**config.mk**
```make
export PLATFORM = sky130hd
export DESIGN_NAME = wavetable_voice_sched
export DESIGN_NICKNAME = d
export VERILOG_FILES = /design/src/rtl/audio_pkg.sv /design/src/rtl/voice_phase_bank.sv /design/src/rtl/wavetable_voice_sched.sv
export SDC_FILE = /design/constraint.sdc
export NUM_CORES = 1
export LEC_CHECK = 0
export CORE_MARGIN = 2
export CORE_UTILIZATION = 55
export CTS_BUF_LIST = sky130_fd_sc_hd__clkbuf_4 sky130_fd_sc_hd__clkbuf_8
export DETAILED_ROUTE_END_ITERATION = 16
export PLACE_DENSITY = 0.82
export SYNTH_ARGS = -nofsm -noshare
export SYNTH_HDL_FRONTEND = slang
export SYNTH_SLANG_ARGS = --single-unit
```
**constraint.sdc**
```tcl
create_clock -name mclk -period 5.06 [get_ports mclk]
set_input_delay 1.012 -clock mclk [delete_from_list [all_inputs] [get_ports mclk]]
set_output_delay 1.012 -clock mclk [all_outputs]
set_load 0.005 [all_outputs]
```
**src/rtl/audio_pkg.sv**
```systemverilog
// Shared audio definitions: default sample/table geometry and the voice
// scheduler state encoding.
package audio_pkg;

  localparam int unsigned SAMPLE_BITS = 16;
  localparam int unsigned CLIP_LEN    = 64;

  typedef logic signed [SAMPLE_BITS-1:0] sample_t;

  typedef enum logic [1:0] {
    IDLE,
    READ,
    ACC,
    PRESENT
  } sched_state_t;

endpackage

```
**src/rtl/voice_phase_bank.sv**
```systemverilog
// Per-voice phase accumulators: combinational indexed read, one write port
// that either clears or adds an increment to the selected voice.
module voice_phase_bank #(
  parameter int unsigned NUM_VOICES = 4,
  parameter int unsigned PHASE_BITS = 24,
  parameter int unsigned IDX_BITS   = (NUM_VOICES > 1) ? $clog2(NUM_VOICES) : 1
) (
  input  logic                  clk,
  input  logic                  rst_n,
  input  logic [IDX_BITS-1:0]   rd_idx,
  output logic [PHASE_BITS-1:0] rd_phase,
  input  logic [IDX_BITS-1:0]   wr_idx,
  input  logic                  add_en,
  input  logic                  clr_en,
  input  logic [PHASE_BITS-1:0] inc
);

  logic [PHASE_BITS-1:0] phase [NUM_VOICES];

  assign rd_phase = phase[rd_idx];

  always_ff @(posedge clk or negedge rst_n) begin
    if (!rst_n) begin
      for (int unsigned i = 0; i < NUM_VOICES; i++) phase[i] <= '0;
    end else if (clr_en) begin
      phase[wr_idx] <= '0;
    end else if (add_en) begin
      phase[wr_idx] <= phase[wr_idx] + inc;
    end
  end

endmodule

```
**src/rtl/wavetable_voice_sched.sv**
```systemverilog
// Per-frame voice sequencer: reads one wavetable entry per voice over a shared
// port, mixes them and presents one averaged sample per I2S frame.
module wavetable_voice_sched #(
  parameter int unsigned SAMPLE_BITS = audio_pkg::SAMPLE_BITS,
  parameter int unsigned CLIP_LEN    = audio_pkg::CLIP_LEN,
  parameter int unsigned NUM_VOICES  = 4,
  parameter int unsigned PHASE_BITS  = 24
) (
  input  logic                             mclk,
  input  logic                             rst_n,
  input  logic                             sample_req,
  input  logic [NUM_VOICES-1:0]            voice_en,
  input  logic [NUM_VOICES*PHASE_BITS-1:0] voice_inc,
  output logic                             tbl_rd,
  output logic [$clog2(CLIP_LEN)-1:0]      tbl_addr,
  input  logic [SAMPLE_BITS-1:0]           tbl_data,
  output logic [SAMPLE_BITS-1:0]           out_sample,
  output logic                             out_valid,
  input  logic                             out_ready,
  output logic                             busy,
  output logic                             overrun,
  input  logic                             clr_overrun
);
  import audio_pkg::*;

  localparam int unsigned ADDR_BITS = $clog2(CLIP_LEN);
  localparam int unsigned VSHIFT    = $clog2(NUM_VOICES);
  localparam int unsigned VBITS     = (NUM_VOICES > 1) ? VSHIFT : 1;
  localparam int unsigned ACC_BITS  = SAMPLE_BITS + VSHIFT;
  localparam logic [VBITS-1:0] LAST_V = VBITS'(NUM_VOICES - 1);

  sched_state_t state, state_nx;
  logic [VBITS-1:0]           v, v_nx;
  logic signed [ACC_BITS-1:0] acc, acc_nx, acc_sum;
  logic [PHASE_BITS-1:0]      rd_phase, cur_inc;
  logic                       ph_add, ph_clr;

  assign cur_inc = voice_inc[v*PHASE_BITS +: PHASE_BITS];

  voice_phase_bank #(
    .NUM_VOICES(NUM_VOICES),
    .PHASE_BITS(PHASE_BITS),
    .IDX_BITS  (VBITS)
  ) u_phase_bank (
    .clk     (mclk),
    .rst_n   (rst_n),
    .rd_idx  (v_nx),
    .rd_phase(rd_phase),
    .wr_idx  (v),
    .add_en  (ph_add),
    .clr_en  (ph_clr),
    .inc     (cur_inc)
  );

  always_comb begin
    state_nx = state;
    v_nx     = v;
    acc_nx   = acc;
    ph_add   = 1'b0;
    ph_clr   = 1'b0;
    acc_sum  = acc + ACC_BITS'($signed(tbl_data));
    unique case (state)
      IDLE: begin
        if (sample_req) begin
          state_nx = READ;
          v_nx     = '0;
          acc_nx   = '0;
        end
      end
      READ: state_nx = ACC;
      ACC: begin
        if (voice_en[v]) begin
          acc_nx = acc_sum;
          ph_add = 1'b1;
        end else begin
          ph_clr = 1'b1;
        end
        if (v == LAST_V) begin
          state_nx = PRESENT;
        end else begin
          v_nx     = v + 1'b1;
          state_nx = READ;
        end
      end
      PRESENT: if (out_ready) state_nx = IDLE;
      default: state_nx = IDLE;
    endcase
  end

  // Outputs are registered from next-state values so they line up with the
  // state they describe; the mix is taken from acc_nx to include the last voice.
  always_ff @(posedge mclk or negedge rst_n) begin
    if (!rst_n) begin
      state      <= IDLE;
      v          <= '0;
      acc        <= '0;
      tbl_rd     <= 1'b0;
      tbl_addr   <= '0;
      out_sample <= '0;
      out_valid  <= 1'b0;
      busy       <= 1'b0;
      overrun    <= 1'b0;
    end else begin
      state     <= state_nx;
      v         <= v_nx;
      acc       <= acc_nx;
      tbl_rd    <= (state_nx == READ);
      if (state_nx == READ) tbl_addr <= rd_phase[PHASE_BITS-1 -: ADDR_BITS];
      if (state == ACC && state_nx == PRESENT)
        out_sample <= SAMPLE_BITS'(acc_nx >>> VSHIFT);
      out_valid <= (state_nx == PRESENT);
      busy      <= (state_nx != IDLE);
      if (sample_req && state != IDLE) overrun <= 1'b1;
      else if (clr_overrun)            overrun <= 1'b0;
    end
  end

endmodule

```
==> results.sh, run 1 <==
export IMPL_drv_cap=0
export IMPL_routedWlPerCell_um=18.3
export IMPL_synthFlopType="dfrtp_1"
export IMPL_postCtsSetupBuffers=0
export IMPL_clk_path_buf_depth=2
export IMPL_clkLatencyLatePin_ps=470
export IMPL_cp_data_required_time_ps=5390
export IMPL_antenna_found_initial=0
export IMPL_diodes=0
export IMPL_io_pins=147
export IMPL_syn_nets=1034
export IMPL_fp_dieH_um=131
export IMPL_setup_tns_ps=0
export IMPL_overflow=0
export IMPL_grt_pass1_vias=7651
export IMPL_dr_total_vias=7487
export IMPL_synthArstFlopShare=1.00
export IMPL_ir_worst_vdd_mv=0.332
export IMPL_die_x_um=131
export IMPL_drc=0
export IMPL_finalSetupViolCount=0
export IMPL_hold_ws_ps=479
export IMPL_cp_end_kind="flip-flop"
export IMPL_cts_root_buf="clkbuf_8"
export IMPL_routed_wirelength_mm=22.5
export IMPL_p_leak_nw=4.78
export IMPL_fin_total_pwr_mw=8.90
export IMPL_fin_ws_ps=1010
export IMPL_cts_tree="yes"
export IMPL_grt_max_degree=83
export IMPL_ys_types=74
export IMPL_relSlewSlack=0.237
export IMPL_hold_depth=2
export IMPL_drt_initial_drc_count=479
export IMPL_crit_type="flip-flop to flip-flop"
export IMPL_synth_edf_count=0
export IMPL_hp_class="flip-flop to flip-flop"
export IMPL_h_tree_depth=4
export IMPL_dr_pass1_iters=5
export IMPL_r2r_start="v[0]"
export IMPL_yosys_area_top_type="dfrtp_1"
export IMPL_cp_start_kind="flip-flop"
export IMPL_power_density_mw_per_mm2=806
export IMPL_cts_sinks=144
export IMPL_netlist_area_leader_share=0.404
export IMPL_area_growth_syn_to_layout_pct=23.7
export IMPL_syn_avg_cell_area_um2=10.2
export IMPL_start_util=0.562
export IMPL_r2r_end="u_phase_bank.phase[21]"
export IMPL_ctsResizeCount=0
export IMPL_ctsHoldBuffers=0
export IMPL_gp_congestion=0.884
export IMPL_critPathMaxFanout=44
export IMPL_yosys_warnings=0
export IMPL_rsz0062_at_grt="no"
export IMPL_rows=46
export IMPL_ys_top_cells_by_area="dfrtp_1 40%, mux4_2 14%, nand2_1 7.5%, ha_1 5.6%, o21ai_0 5.0%"
export IMPL_drive_gt1_frac=0.143
export IMPL_rr_worst_depth=10
export IMPL_outcome="complete, no violations"
export IMPL_hpwl_mm=15.9
export IMPL_holdPathEnd="out_sample[1]"
export IMPL_port_buffers=146
export IMPL_cts_buffers=17
export IMPL_syn_inst=871
export IMPL_fin_skew_ps=13.8
export IMPL_min_from="out_sample[1]"
export IMPL_critPathArrivalTime_ps=4380
export IMPL_min_period_over_period=0.801
export IMPL_syn_area_mm2=0.00892
export IMPL_num_nets_final=1161
export IMPL_postRouteAntennaNets=0
export IMPL_dieArea_mm2=0.0173
export IMPL_via_per_inst=6.10
export IMPL_period_needed_ps=4050
export IMPL_coreArea_mm2=0.0159
export IMPL_fmax_mhz=247
export IMPL_slew_viol_final=0
export IMPL_postSynthRegisterBits=144
export IMPL_r2r_setup_slack_ps=1010
export IMPL_finalHoldViolations=0
export IMPL_clkTransAtPathRegs_ps=80
export IMPL_track_usage=0.272
export IMPL_pre_cts_ws_ps=794
export IMPL_worst_pin_slew_ps=1140
export IMPL_ys_seq_area_frac=0.404
export IMPL_grt_pass1_wl_mm=37.6
[flip-flops by register name, summed over array words and instances, names as in the netlist]
| register | cells |
|---|---|
| acc | 18 |
| busy | 1 |
| out_sample | 16 |
| out_valid | 1 |
| overrun | 1 |
| state | 2 |
| tbl_addr | 6 |
| tbl_rd | 1 |
| u_phase_bank.phase | 96 |
| v | 2 |
[Yosys cell counts, types with 6 or more instances]
library cell and n:
a21o_1 11, a21oi_1 41, a22o_1 9, a31oi_1 10, buf_2 14, clkbuf_1 25, dfrtp_1 144, ha_1 40
inv_1 16, mux2_2 12, mux4_2 54, nand2_1 178, nand2b_1 7, nand3_1 12, nand4_1 7, nor2_1 27
nor3_1 10, o211ai_1 6, o21ai_0 90, o21ai_1 15, o21bai_1 8, o31ai_1 23, xnor2_1 21, xor2_1 11
[power by group]
part | switching (mW) | internal, mW | total (mW)
Sequential | 0.434 | 1.68 | 2.11
Clock | 0.446 | 0.708 | 1.15
Combinational | 3.21 | 2.43 | 5.63
[worst max-delay path by stage]
stage,startpoint,end,slack [ps],depth (start not counted)
2_1_floorplan,v[1],u_phase_bank.phase[94],1470,13
3_3_place_gp,voice_inc[72],u_phase_bank.phase[18],840,11
3_5_place_dp,voice_inc[72],u_phase_bank.phase[90],790,11
4_1_cts,v[0],u_phase_bank.phase[18],960,10
5_1_grt,v[0],u_phase_bank.phase[90],690,10
6_report,v[0],u_phase_bank.phase[21],1010,10
[worst max-delay path, stage by stage (launching register included)]
cell	delay, ps
dfrtp_4	970
buf_4	420
mux4_2	590
ha_1	420
a21oi_1	210
o21ai_1	160
a41oi_1	420
or2_1	170
a21oi_1	80
a211oi_2	310
o21ai_0	140
[through the flow]
| stage | utilization | instance area (um^2) | instances |
|---|---|---|---|
| 5_1_grt | 0.695 | 11000 | 1227 |
| 6_report | 0.695 | 11000 | 1227 |
| 2_1_floorplan | - | 8920 | 871 |
| 3_5_place_dp | 0.663 | 10500 | 1195 |
| 3_3_place_gp | 0.663 | 10500 | 1195 |
| 4_1_cts | 0.695 | 11000 | 1227 |
[final cells by class]
type | count | area, um^2
Clock inverter | 9 | 200
Fill cell | 1190 | 4850
Timing Repair Buffer | 157 | 1550
Clock buffer | 23 | 310
Sequential cell | 144 | 3610
Inverter | 17 | 63.8
Tap cell | 216 | 270
Multi-Input combinational cell | 661 | 5040
[layer usage]
metal,part of all wire,track usage,up-vias
met5,0,0,-
met4,0.020,0.112,0
met3,0.055,0.0490,44
met2,0.51,0.467,265
met1,0.42,0.341,3714
li1,-,-,3464
[cell usage in the layout, fill, tap and decap left out, types with 9 or more instances in the layout]
cell type          n
nand3_1           11
a31oi_1           10
clkbuf_8          22
o21ai_0           90
buf_4             11
mux4_2            54
nand2_1          177
inv_1             16
a21o_1            11
a22o_1             9
xnor2_1           21
o31ai_1           23
a21oi_1           41
mux2_2            12
nor3_1             9
clkdlybuf4s50_1  145
nor2_1            27
dfrtp_1          142
xor2_1            11
o21ai_1           15
ha_1              40
[kinds of logic (layout without fill, tap and decap cells)]
group | Yosys count | after routing | synth area share
simple gates | 269 | 269 | 0.134
xor+xnor | 32 | 32 | 0.0314
compound gates | 248 | 248 | 0.179
fa+ha+maj | 42 | 42 | 0.0606
buf+inv | 66 | 206 | 0.0327
mux | 70 | 70 | 0.158
flops | 144 | 144 | 0.404
Power figures use the tool's default switching activity.
==> run 2, diff against run 1 <==
==> constraint.sdc (replaced) <==
create_clock -name mclk -period 3.8 [get_ports mclk]
set_input_delay 0.76 -clock mclk [delete_from_list [all_inputs] [get_ports mclk]]
set_output_delay 0.76 -clock mclk [all_outputs]
set_load 0.005 [all_outputs]
==> results.sh, run 2 (synthesis results as in run 1) <==
export IMPL_cp_end_kind="flip-flop"
export IMPL_critPathArrivalTime_ps=3830
export IMPL_drc=0
export IMPL_grt_max_degree=80
export IMPL_cpMaxStageDelayCell="dfrtp_4"
export IMPL_max_stage_delay_ps=630
export IMPL_die_x_um=131
export IMPL_crit_type="flip-flop to flip-flop"
export IMPL_rr_worst_depth=11
export IMPL_crit_chain="mux4_2 > ha_1 > fa_1 > a211oi_2 > o21ai_0 > a32oi_1 > buf_4 > o21bai_1 > a21oi_1 > xor2_1 > o21ai_0"
export IMPL_ctsHoldBuffers=0
export IMPL_via_per_inst=6.02
export IMPL_gp_congestion=0.881
export IMPL_outcome="complete, no violations"
export IMPL_postRouteAntennaNets=0
export IMPL_routedWlPerCell_um=18.2
export IMPL_postLayoutCoreUtil=0.700
export IMPL_cts_buffers=17
export IMPL_r2r_start="v[0]"
export IMPL_dr_pass1_iters=5
export IMPL_relSlewSlack=0.428
export IMPL_cts_tree="yes"
export IMPL_regMostFlops="u_phase_bank.phase"
export IMPL_hp_class="input pin to async pin"
export IMPL_port_buffers=146
export IMPL_clk_path_buf_depth=2
export IMPL_largest_reg_flops=96
export IMPL_slew_viol_final=0
export IMPL_antenna_found_initial=0
export IMPL_overflow=0
export IMPL_clkTransAtPathRegs_ps=80
export IMPL_drt_initial_drc_count=530
export IMPL_cts_sinks=144
export IMPL_grt_pass1_wl_mm=37.4
export IMPL_rows=46
export IMPL_hpwl_mm=16.3
export IMPL_largest_registers="u_phase_bank.phase (96), acc (18), out_sample (16)"
export IMPL_grt_pass1_vias=7447
export IMPL_area_growth_syn_to_layout_pct=24.6
export IMPL_hold_ws_ps=314
export IMPL_min_period_over_period=0.921
export IMPL_ctsResizeCount=0
export IMPL_coreArea_mm2=0.0159
export IMPL_fp_dieH_um=131
export IMPL_r2r_setup_slack_ps=300
export IMPL_r2r_end="u_phase_bank.phase[90]"
export IMPL_start_util=0.562
export IMPL_postCtsSetupBuffers=0
export IMPL_cts_root_buf="clkbuf_8"
export IMPL_dieArea_mm2=0.0173
export IMPL_track_usage=0.271
export IMPL_critPathMaxFanout=14
export IMPL_drv_cap=0
export IMPL_crit_path_frequent_cell="o21ai_0"
export IMPL_fmax_mhz=286
export IMPL_power_density_mw_per_mm2=1070
export IMPL_period_needed_ps=3500
export IMPL_dr_total_vias=7475
export IMPL_diodes=0
export IMPL_routed_wirelength_mm=22.6
export IMPL_io_pins=147
export IMPL_finalSetupViolCount=0
export IMPL_cp_data_required_time_ps=4130
export IMPL_num_nets_final=1176
export IMPL_rsz0062_at_grt="no"
export IMPL_p_leak_nw=4.85
export IMPL_fin_skew_ps=12.1
export IMPL_cp_start_kind="flip-flop"
export IMPL_clkLatencyLatePin_ps=460
export IMPL_drive_gt1_frac=0.156
export IMPL_h_tree_depth=4
export IMPL_final_cell_mix="177 x nand2_1, 145 x clkdlybuf4s50_1, 142 x dfrtp_1"
export IMPL_mostFrequentLayoutCell="nand2_1"
export IMPL_worst_pin_slew_ps=855
export IMPL_ir_worst_vdd_mv=0.510
export IMPL_finalHoldViolations=0
==> run 2: changes by cell type in the layout (fill, tap and decap cells not counted), sizes merged <==
cell and change:
clkbuf +4, clkinv +2, buf +15, bufinv -4, clkinvlp -2
==> run 2: critical path: cells and delay by family, from the launching register on <==
| family | cells | cell delay (ps) |
|---|---|---|
| flops | 1 | 630 |
| compound gates | 6 | 1060 |
| buf+inv | 1 | 160 |
| mux | 1 | 570 |
| fa+ha+maj | 2 | 660 |
| xor+xnor | 1 | 280 |
==> run 2: per-stage QoR <==
| step | setup TNS, ps | cells | area (um^2) | power [mW] | setup WS [ps] |
|---|---|---|---|---|---|
| after detailed placement | -340 | 1210 | 10700 | 10.5 | -76.1 |
| after CTS | 0 | 1242 | 11100 | 11.9 | 334 |
| after global placement | 0 | 1210 | 10700 | 10.3 | 4.92 |
| after global routing | 0 | 1242 | 11100 | 12.9 | 137 |
| after floorplan | 0 | 871 | 8920 | 8.35 | 209 |
| final | 0 | 1242 | 11100 | 11.9 | 301 |
==> run 2: area by class of cell <==
class | count | area (um^2)
Clock buffer | 27 | 340
Clock inverter | 5 | 75.1
Fill cell | 1198 | 4770
Inverter | 17 | 63.8
Multi-Input combinational cell | 661 | 5040
Sequential cell | 144 | 3610
Tap cell | 216 | 270
Timing Repair Buffer | 172 | 1720
==> run 2: metal layers <==
layer / wire length (um) / global-route usage / vias to the layer above
met5: 0 / 0 / -
met4: 514 / 0.0942 / 0
met3: 1230 / 0.0540 / 48
met2: 11400 / 0.465 / 248
met1: 9380 / 0.345 / 3683
li1: - / - / 3496
==> run 2: worst max-delay path by stage <==
stage                   from                endpoint  slack, ps  cells after the start
6_report                v[0]  u_phase_bank.phase[90]        300                     11
5_1_grt                 v[0]  u_phase_bank.phase[14]        140                     11
4_1_cts                 v[0]  u_phase_bank.phase[69]        330                     10
3_5_place_dp   voice_inc[72]  u_phase_bank.phase[90]        -80                     12
3_3_place_gp   voice_inc[72]  u_phase_bank.phase[18]          5                     12
2_1_floorplan           v[1]  u_phase_bank.phase[94]        210                     13
==> run 2: where the power goes <==
group	total, mW	switching (mW)	leakage (nW)	internal [mW]
clock network	1.27	0.562	0.221	0.705
logic	7.96	4.46	2.84	3.50
registers	2.72	0.477	1.79	2.24
total	11.9	5.50	4.85	6.44
